==> src/rtl/push_button_toggle.sv <==
// Debounced push button: one-cycle press pulse, latched toggle level and clean button state.
// Optional auto-repeat while held is compiled in with `define BTN_AUTO_REPEAT_EN.
module push_button_toggle #(
    parameter int unsigned DEBOUNCE_CYCLES = 50000,
    parameter int unsigned REPEAT_DELAY    = 50000000,
    parameter int unsigned REPEAT_PERIOD   = 12500000,
    parameter int unsigned CNT_W           = 32
) (
    input  logic i_clk,
    input  logic i_rst,
    input  logic i_btn,
    output logic o_press,
    output logic o_level,
    output logic o_stable
);

    typedef enum logic [1:0] {
        IDLE         = 2'd0,
        PRESS_WAIT   = 2'd1,
        HELD         = 2'd2,
        RELEASE_WAIT = 2'd3
    } state_t;

    localparam logic [CNT_W-1:0] DB_C   = CNT_W'(DEBOUNCE_CYCLES);
    localparam logic [CNT_W-1:0] ZERO_C = {CNT_W{1'b0}};
    localparam logic [CNT_W-1:0] ONE_C  = {{(CNT_W-1){1'b0}}, 1'b1};

    // Every count must be representable in the shared counter so the equality compares can hit.
    localparam bit CFG_OK_C = (DEBOUNCE_CYCLES >= 32'd1)
                           && ((64'(DEBOUNCE_CYCLES) >> CNT_W) == 64'd0)
                           && ((64'(REPEAT_DELAY)    >> CNT_W) == 64'd0)
                           && ((64'(REPEAT_PERIOD)   >> CNT_W) == 64'd0);

    if (!CFG_OK_C) begin : g_cfg_out_of_range
    end

    state_t           state_r, state_s;
    logic [CNT_W-1:0] cnt_r, cnt_s;
    logic [1:0]       sync_r;
    logic             btn_s;
    logic             press_r, press_s;
    logic             level_r, level_s;
    logic             stable_r, stable_s;
`ifdef BTN_AUTO_REPEAT_EN
    localparam logic [CNT_W-1:0] RPT_DLY_C = CNT_W'(REPEAT_DELAY);
    localparam logic [CNT_W-1:0] RPT_PER_C = CNT_W'(REPEAT_PERIOD);
    localparam logic [CNT_W-1:0] CNT_MAX_C = {CNT_W{1'b1}};
    logic             rpt_r, rpt_s;
`endif

    assign btn_s = sync_r[1];

    // Two-flop synchronizer for the asynchronous button pin.
    always_ff @(posedge i_clk) begin
        if (i_rst) begin
            sync_r <= 2'b00;
        end else begin
            sync_r <= {sync_r[0], i_btn};
        end
    end

    // State, counter and registered outputs.
    always_ff @(posedge i_clk) begin
        if (i_rst) begin
            state_r  <= IDLE;
            cnt_r    <= ZERO_C;
            press_r  <= 1'b0;
            level_r  <= 1'b0;
            stable_r <= 1'b0;
`ifdef BTN_AUTO_REPEAT_EN
            rpt_r    <= 1'b0;
`endif
        end else begin
            state_r  <= state_s;
            cnt_r    <= cnt_s;
            press_r  <= press_s;
            level_r  <= level_s;
            stable_r <= stable_s;
`ifdef BTN_AUTO_REPEAT_EN
            rpt_r    <= rpt_s;
`endif
        end
    end

    // Next-state and next-output logic.
    always_comb begin
        state_s  = state_r;
        cnt_s    = cnt_r;
        press_s  = 1'b0;
        level_s  = level_r;
        stable_s = stable_r;
`ifdef BTN_AUTO_REPEAT_EN
        rpt_s    = rpt_r;
`endif
        case (state_r)
            IDLE: begin
                stable_s = 1'b0;
                if (btn_s) begin
                    state_s = PRESS_WAIT;
                    cnt_s   = ONE_C;
                end else begin
                    cnt_s   = ZERO_C;
                end
            end
            PRESS_WAIT: begin
                if (!btn_s) begin
                    state_s = IDLE;
                    cnt_s   = ZERO_C;
                end else if (cnt_r == DB_C) begin
                    state_s  = HELD;
                    cnt_s    = ZERO_C;
                    press_s  = 1'b1;
                    level_s  = ~level_r;
                    stable_s = 1'b1;
`ifdef BTN_AUTO_REPEAT_EN
                    rpt_s    = 1'b0;
`endif
                end else begin
                    cnt_s = cnt_r + ONE_C;
                end
            end
            HELD: begin
                if (!btn_s) begin
                    state_s = RELEASE_WAIT;
                    cnt_s   = ONE_C;
                end else begin
`ifdef BTN_AUTO_REPEAT_EN
                    // First repeat waits the long delay, later ones use the period.
                    if (cnt_r == (rpt_r ? RPT_PER_C : RPT_DLY_C)) begin
                        press_s = 1'b1;
                        cnt_s   = ZERO_C;
                        rpt_s   = 1'b1;
                    end else if (cnt_r != CNT_MAX_C) begin
                        cnt_s   = cnt_r + ONE_C;
                    end else begin
                        cnt_s   = cnt_r;
                    end
`else
                    cnt_s = ZERO_C;
`endif
                end
            end
            RELEASE_WAIT: begin
                if (btn_s) begin
                    state_s = HELD;
                    cnt_s   = ZERO_C;
`ifdef BTN_AUTO_REPEAT_EN
                    rpt_s   = 1'b0;
`endif
                end else if (cnt_r == DB_C) begin
                    state_s  = IDLE;
                    cnt_s    = ZERO_C;
                    stable_s = 1'b0;
                end else begin
                    cnt_s = cnt_r + ONE_C;
                end
            end
            default: begin
                state_s  = IDLE;
                cnt_s    = ZERO_C;
                stable_s = 1'b0;
            end
        endcase
    end

    assign o_press  = press_r;
    assign o_level  = level_r;
    assign o_stable = stable_r;

endmodule

==> config.mk <==
export PLATFORM = sky130hd
export DESIGN_NAME = push_button_toggle
export DESIGN_NICKNAME = d
export VERILOG_FILES = /design/src/rtl/push_button_toggle.sv
export SDC_FILE = /design/constraint.sdc
export NUM_CORES = 1
export LEC_CHECK = 0
export ABC_AREA = 1
export BUFFER_PORTS_ARGS = -buffer_cell sky130_fd_sc_hd__buf_2
export CELL_PAD_IN_SITES_DETAIL_PLACEMENT = 0
export CELL_PAD_IN_SITES_GLOBAL_PLACEMENT = 1
export CORE_MARGIN = 2
export CORE_UTILIZATION = 45
export DETAILED_ROUTE_END_ITERATION = 10
export MAX_ROUTING_LAYER = met4
export PLACE_DENSITY_LB_ADDON = 0.1
export SLEW_MARGIN = 20
export SYNTH_ARGS = -nofsm -noshare
export SYNTH_HDL_FRONTEND = slang
export SYNTH_SLANG_ARGS = --single-unit
==> constraint.sdc <==
create_clock -name i_clk -period 2 [get_ports i_clk]
set_clock_uncertainty 0.1 [all_clocks]
set_input_delay 0.4 -clock i_clk [delete_from_list [all_inputs] [get_ports i_clk]]
set_output_delay 0.4 -clock i_clk [all_outputs]
set_load 0.05 [all_outputs]
[Yosys cells after proc, flatten, opt, wreduce, memory -nomap -nowiden]
Cells that the tools add are included.
W data, S select, Z words.
Storage, ports and cells
  bits in writable memories: 0
  memory bits (read-only): 0
  bits in latches: 0
  memories: 0
  register bits after elaboration: 39
Cells by class
  reduce and logical (&&, ||, !) cells: 6
  $add $sub $neg: 1
  bitwise operators: 3
  muxes and demuxes: 19
  magnitude comparators: 0
  shifts and indexed selects: 0
  equal/unequal tests: 12
  divide/modulo/power cells: 0
  $mul: 0
Operator list (number)
  $pmux W32 S4: 1
  $mux W32: 3
  $add A32 B1 Y32 const B: 1
  $eq A32 B16 Y1 const B: 1
  $mux W2: 6
  $ne A2 B2 Y1 const B: 6
  $pmux W2 S4: 1
  $mux W1: 7
  $ne A3 B3 Y1 const B: 2
  $reduce_and A5 Y1: 1
  $eq A2 B2 Y1 const B: 2
  $reduce_and A4 Y1: 1
  $not A1 Y1: 3
  $pmux W1 S3: 1
  $reduce_and A3 Y1: 1
  $reduce_bool A3 Y1: 1
  $reduce_or A3 Y1: 1
  $eq A2 B1 Y1 const B: 1
  $logic_not A2 Y1: 1

[Logic depth before layout (Yosys ltp)]
  depth after elaboration: 4
  mapped depth: 12
  depth with buffers taken out: 12

[Worst setup path after synthesis]
No wires, ideal clock.
  path type: register to register
  start: reg cnt_r[0]
  end: reg cnt_r[26]
  path slack: 0.361 ns
  data arrival time: 1.423 ns
  clock period less this slack: 1.639 ns
  path buffers: 0
  stages on the path, launching flop included: 11
  path through: dfxtp_1 > ha_1 > nand3_1 > nor2_2 > nand2_2 > nor2_4 > nand2_2 > nor2_4 > nand2_1 > o21ai_0 > nor2_1
Between the ends
  word-level cells in the longest chain between the ends: 4
  elaborated cells between the ends (all ways): 6
RTL lines
  from (decl): RTL line 38  | logic [CNT_W-1:0] cnt_r, cnt_s;
  from (signal assigned): RTL line 75  | cnt_r <= cnt_s;
  $add A32 B1 Y32 / $eq A32 B16 Y1 (equally long branches)
  $mux W32 (*): RTL line 109, 150
  $mux W32, on equally long branches: RTL line 144, 106
  $pmux W32 S4 (*): RTL line 95  | case (state_r)
Every way passes the cells marked *; elsewhere a longest branch is shown, timed or not.
A chain may end at the register's enable or synchronous reset.

[Worst setup path in the final report]
  start: reg cnt_r[0]
  end: reg cnt_r[23]
Same word-level chain as after synthesis.

==> impl_summary.md <==
Status
The run finished with clean final reports.

Critical path
On the critical path the largest part of the delay comes from simple AND/OR/NAND/NOR gates. By startpoint and endpoint, the worst setup path is classified as register to register. The startpoint type of the worst setup path is a register. Setup slack on the worst reg-to-reg path comes out at between 150 and 200 ps.

Walking the worst path, the cells encountered are inv_1 > ha_1 > nand2_1 > nor2_1 > nand2_1 > nor2_2 > nand2_2 > nand3_2 > nand2_4 > nand2_4 > nor3b_2. The number of buffers and inverters on the critical path is 1. The data arrival time at the worst-slack endpoint is between 1500 and 2000 ps. The required time of the worst setup path is 2130 ps. Along the worst path, the maximum fanout reaches 19.

On the worst path, the slowest cell contributes a delay of 380 ps. The worst setup path is captured at a register. On the critical path, the stage with the largest delay is an instance of sky130_fd_sc_hd__dfxtp_1.

Finish
The number of standard cells in the final layout excluding fillers is 398. The signed area change from the synthesized netlist to the final layout is 10.3%. The fraction of final layout cells with drive strength greater than 1 is between 10% and 20%.

After filler insertion, the fill cell instance count of the layout stands at 500. The total inserted antenna cells is 0. The total number of nets in the final design is between 300 and 400.

Synthesis
The yosys synthesis warning count is 0. Synthesis produced a netlist whose cell count is roughly 320. A synthesized cell averages 6.88 um2. For this run, the register share of the synthesized area comes to 35.6%. Counting flops and latches in the post-synthesis netlist gives 39. Synthesis instantiated 30 different standard cells from the library. The synthesized net count is between 300 and 400. The cell area that synthesis handed to floorplanning was 0.00219 mm2.

Power and ir drop
The power per standard cell area is 769 mW/mm2. The largest voltage drop on the vdd net is 0.448 mV. For this design the static power due to leakage is 0.960 nW.

Place
The placed instance count is slightly below 400. The weighted congestion reported at the end of routability-driven placement is 0.839. Input and output buffers added on the ports amount to 5. The post-detailed-placement half-perimeter wirelength is roughly 3500 um.

Global route
Entering global routing, the biggest net connects 20 pins. The number of global-route vias before repair is 1796. The number of antenna violations at the first check in global routing is 0. The overall overflow remaining after global route is 0.

The global-route wire length before repair is 8000 um. The aggregate global-route resource usage is 19.7%.

Routing
Detailed routing inserted a total of around 1900 vias. The count of nets left with antenna violations once routing finished came out at 0. For this run, design rule violations remaining after detail routing come to 0. The ratio of routed vias to standard cells is roughly 4.7. In the final routed layout, each cell accounts on average for 11.5 um. The wire length after detailed routing is 4560 um. The number of DRC markers after the initial detailed-route iteration is 82. The pre-antenna-repair detailed-routing pass consisted of 4 iterations.

STA
Headroom to the max-slew limit came out at 69.2%. The hold violation count in the final report is 0. Derived from the worst setup path, the maximum achievable clock frequency is 0.546 GHz. The number of endpoints failing setup at the final stage is 0.

The routed design could run at a clock period as short as 1830 ps. The fraction of the cycle the final worst path needs is just over 90%. The measured slew at the worst slew-check pin is approximately 460 ps.

The count of pins over their slew limit is 0. For the final routed database, the setup TNS stands at 0 ps.

Die
The number of rows created at floorplan is 25. The region available for standard cell placement spans 0.00472 mm2. During I/O placement, the number of pins put on the boundary was 6. The die is 73.8 um wide. The full die area is 0.00545 mm2.

The floorplan step set the die height to 73.8 um. Once the floorplan was initialized, standard cells occupied 46.4% of the core.

Clocking
The later pin in the worst-skew pair is clocked with a latency of approximately 300 ps. The count of H-tree levels built during CTS is 2. The largest buffer count on any clock path is 2. In this run the clock root is driven by a sky130_fd_sc_hd__clkbuf_8.

Clock-pin slew was measured on the worst setup and hold paths at 80 ps. The number of clock sinks is 39. The TritonCTS clock tree is done.

Counting the buffers created by CTS gives 5.

Hold path
The path class of the tightest hold or removal check is input pin to register.

Job
The max-cap check violation count is 0.
-- metrics by stage --
stage,area (um2),setup slack (ps),total power [mW],hold WS [ps],utilization [%]
2_1_floorplan,2190,361,1.11,288,-
6_report,2420,168,1.86,209,51.2
4_1_cts,2410,51.3,1.88,204,51.1
3_3_place_gp,2300,152,1.19,294,48.6
3_5_place_dp,2300,82.2,1.19,301,48.6
5_1_grt,2420,-1.25,1.98,209,51.2
-- metal layers --
metal | global-route usage [%] | part of all wire [%]
met1 | 24.9 | 52
met2 | 31.2 | 44
met3 | 3.70 | 3.0
met4 | 7.68 | 1.7
met5 | - | 0
-- registers in the layout, summed over array words and instances, names as in the netlist, named ones only --
signal / count
cnt_r: 32
o_level: 1
o_press: 1
o_stable: 1
state_r: 1
sync_r: 2
-- placed cells by master (no fill, tap or decap) --
master,netlist,routed
sky130_fd_sc_hd__nand2_1,68,68
sky130_fd_sc_hd__nor2_1,52,52
sky130_fd_sc_hd__inv_1,45,45
sky130_fd_sc_hd__dfxtp_1,39,39
sky130_fd_sc_hd__nand3_1,16,16
sky130_fd_sc_hd__nor3_1,15,15
sky130_fd_sc_hd__o21ai_0,11,10
sky130_fd_sc_hd__a21oi_1,10,10
sky130_fd_sc_hd__xor2_1,8,8
sky130_fd_sc_hd__ha_1,7,7
sky130_fd_sc_hd__o21ai_1,5,6
sky130_fd_sc_hd__inv_2,5,5
sky130_fd_sc_hd__nand3_2,5,5
sky130_fd_sc_hd__clkbuf_8,0,5
sky130_fd_sc_hd__buf_2,1,5
sky130_fd_sc_hd__nor2_2,4,4
sky130_fd_sc_hd__nand2_2,5,4
sky130_fd_sc_hd__nand4_1,4,4
sky130_fd_sc_hd__nand2_4,2,3
sky130_fd_sc_hd__nor2_4,3,3
sky130_fd_sc_hd__xnor2_1,2,2
sky130_fd_sc_hd__nor4_1,2,2
sky130_fd_sc_hd__nor3_2,2,2
sky130_fd_sc_hd__buf_4,0,2
sky130_fd_sc_hd__nor3b_4,1,1
sky130_fd_sc_hd__nor2_8,1,1
sky130_fd_sc_hd__o22ai_1,1,1
sky130_fd_sc_hd__a21oi_2,1,1
sky130_fd_sc_hd__nor3b_2,1,1
sky130_fd_sc_hd__o21a_1,1,1
sky130_fd_sc_hd__bufinv_16,0,1
sky130_fd_sc_hd__clkinv_4,0,1
sky130_fd_sc_hd__inv_6,0,1
-- cell usage after synthesis, drive strengths merged --
master / count / share of area [%]
nor3: 17 / 4.3
a21oi: 11 / 2.7
ha: 7 / 4.0
clkbuf: 1 / 0.17
o21a: 1 / 0.34
xnor2: 2 / 0.80
nand4: 4 / 1.1
nor2: 60 / 12
o22ai: 1 / 0.29
dfxtp: 39 / 36
nand2: 75 / 14
nor4: 2 / 0.57
nor3b: 2 / 1.4
buf: 2 / 0.74
inv: 50 / 8.6
nand3: 21 / 5.9
xor2: 8 / 3.2
o21ai: 16 / 3.7
-- timing repair --
| action | CTS | global route |
|---|---|---|
| buffers inserted | 0 | 0 |
| hold buffers | 0 | 0 |
| resized for setup | 0 | 2 |
| endpoints found under the setup margin | 0 | 21 |
-- cell families (layout without fill, tap and decap cells) --
group           count (synthesis)  after routing  share of synthesized area [%]
simple gates                  181            181                           40.0
buf+inv                        53             65                           9.47
xor+xnor                       10             10                           3.99
fa+ha+maj                       7              7                           3.99
flops                          39             39                           35.6
compound gates                 29             29                           6.96
-- where the power goes --
group	switching, mW	internal (mW)	leakage, nW
Sequential	0.0334	0.803	0.315
Clock	0.305	0.378	0.0587
Combinational	0.211	0.130	0.586
-- layout make-up --
| class | instances | area (um2) | area share, % |
|---|---|---|---|
| multi-input combinational | 227 | 1210 | 50.0 |
| sequential | 39 | 781 | 32.3 |
| inverter | 50 | 188 | 7.76 |
| tap | 67 | 83.8 | 3.47 |
| clock buffer | 5 | 68.8 | 2.85 |
| clock inverter | 3 | 47.5 | 1.97 |
| timing repair buffer | 7 | 40.0 | 1.66 |
-- worst reg2reg max path, cell delays in order, from the launching register on --
cell	delay, ps
sky130_fd_sc_hd__dfxtp_1	380
sky130_fd_sc_hd__inv_1	70
sky130_fd_sc_hd__ha_1	190
sky130_fd_sc_hd__nand2_1	60
sky130_fd_sc_hd__nor2_1	40
sky130_fd_sc_hd__nand2_1	60
sky130_fd_sc_hd__nor2_2	50
sky130_fd_sc_hd__nand2_2	100
sky130_fd_sc_hd__nand3_2	140
sky130_fd_sc_hd__nand2_4	190
sky130_fd_sc_hd__nand2_4	180
sky130_fd_sc_hd__nor3b_2	210
-- final timing paths --
kind / start / cells past startpoint / end
max: cnt_r[0]$_SDFF_PP0_ / 11 / cnt_r[23]$_SDFF_PP0_
max reg2reg: cnt_r[0]$_SDFF_PP0_ / 11 / cnt_r[23]$_SDFF_PP0_
min reg2reg: sync_r[0]$_SDFF_PP0_ / 2 / sync_r[1]$_SDFF_PP0_
min: i_btn / 3 / sync_r[0]$_SDFF_PP0_
No activity file was read; power rests on OpenSTA's default activity.
